$ cat src/rtl/uart_pkg.sv
// ------------------------------------------------------------------
// uart_pkg: shared UART byte width and TX sequencer state encodings.
// Rev 1.0
// ------------------------------------------------------------------
`default_nettype none

package uart_pkg;

  localparam int UART_BYTE_W = 8;
  localparam int TX_ST_W     = 2;

  typedef enum logic [TX_ST_W-1:0] {
    ST_IDLE      = 2'd0,
    ST_START     = 2'd1,
    ST_WAIT_ACK  = 2'd2,
    ST_WAIT_DONE = 2'd3
  } tx_state_e;

endpackage

`default_nettype wire

$ cat src/rtl/uart_rr_pick.sv
// ------------------------------------------------------------------
// uart_rr_pick: first valid requester at or after i_ptr, as one-hot + index.
// Rev 1.0
// ------------------------------------------------------------------
`default_nettype none

module uart_rr_pick #(
  parameter int NUM_REQ = 2,
  parameter int IDX_W   = (NUM_REQ > 1) ? $clog2(NUM_REQ) : 1
) (
  input  logic [NUM_REQ-1:0] i_req_valid,
  input  logic [IDX_W-1:0]   i_ptr,
  output logic [NUM_REQ-1:0] o_grant_next,
  output logic [IDX_W-1:0]   o_grant_idx,
  output logic               o_any
);

  int w_slot;

  always_comb begin
    o_grant_next = '0;
    o_grant_idx  = '0;
    o_any        = 1'b0;
    w_slot       = 0;
    for (int k = 0; k < NUM_REQ; k++) begin
      // Walk ptr, ptr+1, ... wrapping without a modulo operator.
      w_slot = int'(i_ptr) + k;
      if (w_slot >= NUM_REQ) begin
        w_slot = w_slot - NUM_REQ;
      end
      if (!o_any && i_req_valid[IDX_W'(w_slot)]) begin
        o_any                        = 1'b1;
        o_grant_idx                  = IDX_W'(w_slot);
        o_grant_next[IDX_W'(w_slot)] = 1'b1;
      end
    end
  end

endmodule

`default_nettype wire

$ cat src/rtl/uart_tx_arbiter.sv
// ------------------------------------------------------------------
// uart_tx_arbiter: packet-granular round-robin sharing of one UART TX.
// Rev 1.0
// ------------------------------------------------------------------
`default_nettype none

module uart_tx_arbiter
  import uart_pkg::*;
#(
  parameter int NUM_REQ     = 2,
  parameter int LEN_W       = 8,
  parameter int STARTUP_CYC = 16,
  parameter int ACK_TIMEOUT = 64
) (
  input  logic                           clk,
  input  logic                           rst_n,
  input  logic                           i_en,
  input  logic [NUM_REQ-1:0]             i_req_valid,
  input  logic [NUM_REQ*LEN_W-1:0]       i_req_len,
  input  logic [NUM_REQ*UART_BYTE_W-1:0] i_req_data,
  output logic [NUM_REQ-1:0]             o_req_ready,
  output logic [NUM_REQ-1:0]             o_grant,
  output logic                           o_busy,
  output logic                           o_tx_start,
  output logic [UART_BYTE_W-1:0]         o_tx_data,
  input  logic                           i_tx_busy,
  output logic                           o_tx_err
);

  localparam int IDX_W = (NUM_REQ > 1) ? $clog2(NUM_REQ) : 1;
  localparam int SU_W  = $clog2(STARTUP_CYC + 1);
  localparam int TO_W  = $clog2(ACK_TIMEOUT + 1);
  localparam logic [SU_W-1:0]  SU_MAX   = SU_W'(STARTUP_CYC);
  localparam logic [TO_W-1:0]  TO_LAST  = TO_W'(ACK_TIMEOUT - 1);
  localparam logic [IDX_W-1:0] IDX_LAST = IDX_W'(NUM_REQ - 1);

  tx_state_e               r_state;
  tx_state_e               w_state_next;
  logic [NUM_REQ-1:0]      r_grant;
  logic [IDX_W-1:0]        r_gidx;
  logic [IDX_W-1:0]        r_ptr;
  logic [LEN_W-1:0]        r_count;
  logic [UART_BYTE_W-1:0]  r_tx_data;
  logic [SU_W-1:0]         r_su_cnt;
  logic [TO_W-1:0]         r_to_cnt;
  logic                    r_tx_err;

  logic [NUM_REQ-1:0]      w_pick_grant;
  logic [IDX_W-1:0]        w_pick_idx;
  logic                    w_pick_any;
  logic [LEN_W-1:0]        w_pick_len;
  logic [UART_BYTE_W-1:0]  w_pick_data;
  logic [UART_BYTE_W-1:0]  w_cur_data;
  logic                    w_cur_valid;
  logic [IDX_W-1:0]        w_ptr_next;
  logic                    w_started;
  logic                    w_launch;
  logic                    w_ack_to;
  logic                    w_byte_done;
  logic                    w_release;
  logic                    w_next_byte;

  uart_rr_pick #(
    .NUM_REQ (NUM_REQ),
    .IDX_W   (IDX_W)
  ) u_pick (
    .i_req_valid  (i_req_valid),
    .i_ptr        (r_ptr),
    .o_grant_next (w_pick_grant),
    .o_grant_idx  (w_pick_idx),
    .o_any        (w_pick_any)
  );

  assign w_pick_len  = i_req_len[int'(w_pick_idx)*LEN_W +: LEN_W];
  assign w_pick_data = i_req_data[int'(w_pick_idx)*UART_BYTE_W +: UART_BYTE_W];
  assign w_cur_data  = i_req_data[int'(r_gidx)*UART_BYTE_W +: UART_BYTE_W];
  assign w_cur_valid = i_req_valid[r_gidx];
  assign w_ptr_next  = (r_gidx == IDX_LAST) ? '0 : r_gidx + IDX_W'(1);

  assign w_started   = (r_su_cnt == SU_MAX);
  // A frame still shifting out from before blocks the launch as well.
  assign w_launch    = (r_state == ST_IDLE) && w_started && i_en && w_pick_any && !i_tx_busy;
  assign w_ack_to    = (r_state == ST_WAIT_ACK) && !i_tx_busy && (r_to_cnt == TO_LAST);
  assign w_byte_done = (r_state == ST_WAIT_DONE) && !i_tx_busy;
  assign w_release   = (w_byte_done && ((r_count == '0) || !w_cur_valid)) || w_ack_to;
  assign w_next_byte = w_byte_done && (r_count != '0) && w_cur_valid;

  always_ff @(posedge clk or negedge rst_n) begin
    if (!rst_n) begin
      r_state <= ST_IDLE;
    end else begin
      r_state <= w_state_next;
    end
  end

  always_comb begin
    w_state_next = r_state;
    case (r_state)
      ST_IDLE: begin
        if (w_launch) begin
          w_state_next = ST_START;
        end
      end
      ST_START: begin
        w_state_next = ST_WAIT_ACK;
      end
      ST_WAIT_ACK: begin
        if (i_tx_busy) begin
          w_state_next = ST_WAIT_DONE;
        end else if (w_ack_to) begin
          w_state_next = ST_IDLE;
        end
      end
      ST_WAIT_DONE: begin
        if (w_next_byte) begin
          w_state_next = ST_START;
        end else if (w_release) begin
          w_state_next = ST_IDLE;
        end
      end
      default: begin
        w_state_next = ST_IDLE;
      end
    endcase
  end

  always_comb begin
    o_tx_start  = 1'b0;
    o_req_ready = '0;
    o_busy      = (r_state != ST_IDLE);
    if (r_state == ST_START) begin
      o_tx_start  = 1'b1;
      o_req_ready = r_grant;
    end
  end

  assign o_grant   = r_grant;
  assign o_tx_data = r_tx_data;
  assign o_tx_err  = r_tx_err;

  always_ff @(posedge clk or negedge rst_n) begin
    if (!rst_n) begin
      r_grant   <= '0;
      r_gidx    <= '0;
      r_ptr     <= '0;
      r_count   <= '0;
      r_tx_data <= '0;
      r_su_cnt  <= '0;
      r_to_cnt  <= '0;
      r_tx_err  <= 1'b0;
    end else begin
      if (!w_started) begin
        r_su_cnt <= r_su_cnt + SU_W'(1);
      end

      if (w_launch) begin
        r_grant   <= w_pick_grant;
        r_gidx    <= w_pick_idx;
        r_count   <= w_pick_len;
        r_tx_data <= w_pick_data;
      end else if (w_next_byte) begin
        r_count   <= r_count - LEN_W'(1);
        r_tx_data <= w_cur_data;
      end else if (w_release) begin
        r_grant <= '0;
        r_ptr   <= w_ptr_next;
      end

      if (w_ack_to) begin
        r_tx_err <= 1'b1;
      end

      // Counted from the START cycle so the abort lands ACK_TIMEOUT cycles after tx_start.
      if ((r_state == ST_START) || (r_state == ST_WAIT_ACK)) begin
        r_to_cnt <= r_to_cnt + TO_W'(1);
      end else begin
        r_to_cnt <= '0;
      end
    end
  end

endmodule

`default_nettype wire

$ cat config.mk
export PLATFORM = sky130hd
export DESIGN_NAME = uart_tx_arbiter
export DESIGN_NICKNAME = d
export VERILOG_FILES = /design/src/rtl/uart_pkg.sv /design/src/rtl/uart_rr_pick.sv /design/src/rtl/uart_tx_arbiter.sv
export SDC_FILE = /design/constraint.sdc
export NUM_CORES = 1
export LEC_CHECK = 0
export BUFFER_PORTS_ARGS = -buffer_cell sky130_fd_sc_hd__buf_4
export CAP_MARGIN = 20
export CORE_ASPECT_RATIO = 0.6
export CORE_UTILIZATION = 45
export CTS_CLUSTER_DIAMETER = 200
export DETAILED_ROUTE_END_ITERATION = 16
export HOLD_SLACK_MARGIN = 0.08
export PLACE_DENSITY = 0.75
export SYNTH_ARGS = -nofsm -noshare
export SYNTH_HDL_FRONTEND = slang
export SYNTH_SLANG_ARGS = --single-unit
export TNS_END_PERCENT = 50
$ cat constraint.sdc
create_clock -name clk -period 2.8 [get_ports clk]
set_clock_uncertainty 0.15 [all_clocks]
set_input_delay 0.56 -clock clk [delete_from_list [all_inputs] [get_ports clk]]
set_output_delay 0.56 -clock clk [all_outputs]
set_load 0.02 [all_outputs]
==> results.yml <==
run_status:
  outcome: "complete, no violations"
routing:
  ant_nets: 0
  wl_met1_mm: 2.27
  drtPass1Iterations: 4
  routed_wl_mm: 4.48
  vias: 1639
  vias_per_cell: 5.24
  post-route-drc-count: 0
  top_layer: "met4"
  drtIter0Drc: 86
  dr_wl_met2_mm: 1.94
  wl_per_cell_microns: 14.3
  dr_wl_met3_microns: 239
global_routing:
  grt_usage_pct: 21.6
  grt_overflow: 0
  grt_pass1_vias: 1666
  grt_pass1_wl_mm: 7.54
  antenna_found_initial: 0
  grt_max_degree: 35
die:
  io_pins: 53
  rows: 18
  die_w_microns: 87.9
  initial_core_util_pct: 47.8
  core-area_sq_mm: 0.00417
  die-height_microns: 53.5
  die_area_sq_mm: 0.00471
final_layout:
  seq_area_sq_um: 851
  layoutNonFillerInstCount: 313
  multiInputGateArea_sq_mm: 0.00103
  antenna_cells: 0
  final_nets: 300
  nFillCells: 368
  areaGrowthSynthToFinish_pct: 25.0
  drive_gt1_share_pct: 27.7
  final_util_pct: 59.8
timing:
  setup_viol: 0
  tightest_slew_ns: 0.875
  period_share_pct: 83.6
  finalHoldViolCount: 0
  fmax_mhz: 427
  rsz0062_at_grt: "false"
  max-slew-margin-rel_pct: 41.6
  drv_slew: 0
  holdWs_ns: 0.320
  tns_ns: 0
  layout_min_cycle_time_ns: 2.34
worst_hold_path:
  holdCritStartpoint: "r_to_cnt[0]$_DFF_PN0_"
  min_to: "r_to_cnt[0]$_DFF_PN0_"
  worstHoldPathType: "register to register"
  min_path_cells: 1
clocking:
  clk-insertion-delay-late_ns: 0.29
  cts_root_buf: "clkbuf_8"
  postCtsSetupRepairBufs: 0
  htree_levels: 2
  cts_hold_buf: 1
  numCtsBuffers: 5
  clkSlewWorstSetupHoldPaths_ns: 0.07
  cts_sinks: 34
  ctsResizeCount: 0
  cts_tree: "done"
  clk_path_buf_depth: 2
logic_synthesis:
  synth_cell_types: 49
  netlist_instances: 202
  synth_edf_count: 0
  synthFlopType: "dfrtp_1"
  yosysMostFrequentCell: "dfrtp_1"
  ys_ff_latch: 34
  ys_warn_count: 0
  netlist.area_leader.share_pct: 42.7
  async_flop_share_pct: 100
  synthesis.area_sq_mm: 0.00199
  synth_area_leaders: "dfrtp_1, ha_1, a31oi_1"
  ys_seq_area_share_pct: 42.7
  netlist_top_cells_count: "dfrtp_1, a31oi_1, o21ai_0, inv_1"
  avgSynthCellArea_sq_um: 9.86
  yosys.area.top_type: "dfrtp_1"
power:
  p_clk_share_pct: 17.6
  p_switching_mw: 0.846
  swShare_pct: 39.7
  p_seq_share_pct: 39.8
  internal-power_mw: 1.28
  total_power_mw: 2.13
  p_comb_share_pct: 42.5
  ir_drop_mv: 0.356
  p_leak_nw: 1.12
  pwr_density_cell_mw_per_mm2: 856
placed_design:
  hpwl_mm: 3.28
  gp_congestion: 0.797
  io_buffer_count: 50
  dp_cells: 304
setup_path:
  critical_path.max_fanout: 17
  r2r_end: "o_tx_data[5]$_DFFE_PN0P_"
  crit_chain: "inv_1 > ha_1 > and4b_1 > a21boi_1 > or3b_2 > a31oi_1"
  slowest_stage: "a21boi_1"
  critical_path_required_ns: 2.80
  max_stage_delay_ns: 0.71
  r2r_slack_ns: 0.46
  critPathKind: "register to register"
  r2r_cells: 6
  cp-start-kind: "register"
  cp.arrival_ns: 2.34
  endpoint_kind: "register"
  r2r_start: "r_state[0]$_DFFE_PN0P_"
job:
  cap_violations: 0
==> power groups by stage <==
stage                     Combinational (mW)  Sequential (mW)  Clock [mW]
after global placement                 0.890            0.844           0
final                                  0.906            0.849       0.376
after global routing                    1.02            0.877       0.402
after detailed placement               0.911            0.848           0
after floorplan                        0.565            0.869           0
after CTS                              0.915            0.844       0.382
==> layout make-up <==
type	count	area share [%]
clock buffer	7	3.47
clock inverter	1	0.201
timing repair buffer	53	16.1
inverter	11	1.66
sequential	34	34.2
tap	60	3.02
multi-input combinational	147	41.4
==> sequential cells by signal (all words and copies together) (netlist names) <==
register and cells:
r_su_cnt 5, o_grant 1, r_ptr 1, o_tx_err 1
r_gidx 1, o_tx_data 8, r_state 2, r_to_cnt 7
r_count 8
==> cell usage in the layout (no fill, tap or decap), types with 3 or more instances in the layout <==
cell / count
a31oi_1: 14
xnor2_1: 7
nand3_1: 5
nor2_1: 4
clkbuf_8: 6
or3_1: 4
and3_1: 5
o31ai_1: 4
a211oi_1: 9
buf_4: 52
and2_1: 6
nand2_1: 10
a21oi_1: 3
nor2b_1: 4
or3b_2: 6
dfrtp_1: 34
ha_1: 10
inv_1: 11
o21ai_0: 13
nor3_1: 8
==> cell families after synthesis <==
logic type / after synthesis / share of synthesized area, %
xor gates and xnor gates: 8 / 3.52
muxes: 4 / 2.14
adders and majority gates: 10 / 6.28
DFF: 34 / 42.7
AOI/OAI and AO/OA: 55 / 18.0
buffers and inverters: 22 / 5.72
and+or+nand+nor: 68 / 21.5
other: 1 / 0.188
==> worst max-delay path, delay by kind of cell, from the launching register on <==
kind	cells	cell delay, ns
AO/OA/AOI/OAI	2	0.80
buffers and inverters	1	0.11
flip-flops	1	0.41
adder cells (fa/ha/maj)	1	0.24
AND/OR/NAND/NOR	2	0.48
==> stage by stage <==
| step | setup slack (ns) | area [sq um] |
|---|---|---|
| floorplan | 0.753 | 2000 |
| global placement | 0.550 | 2390 |
| detailed placement | 0.447 | 2390 |
| CTS | 0.453 | 2490 |
| global route | 0.204 | 2490 |
| finish | 0.459 | 2490 |
==> worst max-delay path by stage <==
stage,start,end,slack [ns],cells after the start
floorplan,r_su_cnt[0]$_DFFE_PN0P_,o_tx_data[7]$_DFFE_PN0P_,0.75,9
global placement,r_su_cnt[0]$_DFFE_PN0P_,o_tx_data[6]$_DFFE_PN0P_,0.55,6
global route,r_state[0]$_DFFE_PN0P_,o_tx_data[5]$_DFFE_PN0P_,0.20,6
CTS,r_state[0]$_DFFE_PN0P_,o_tx_data[5]$_DFFE_PN0P_,0.45,6
finish,r_state[0]$_DFFE_PN0P_,o_tx_data[5]$_DFFE_PN0P_,0.46,6
detailed placement,r_state[0]$_DFFE_PN0P_,o_tx_data[5]$_DFFE_PN0P_,0.45,6
==> layer usage <==
layer,track usage [%],vias to the layer above
met5,0,-
met4,5.46,0
met3,6.44,5
met2,35.3,40
met1,28.5,757
li1,-,837
No activity file was read; power rests on OpenSTA's default activity.
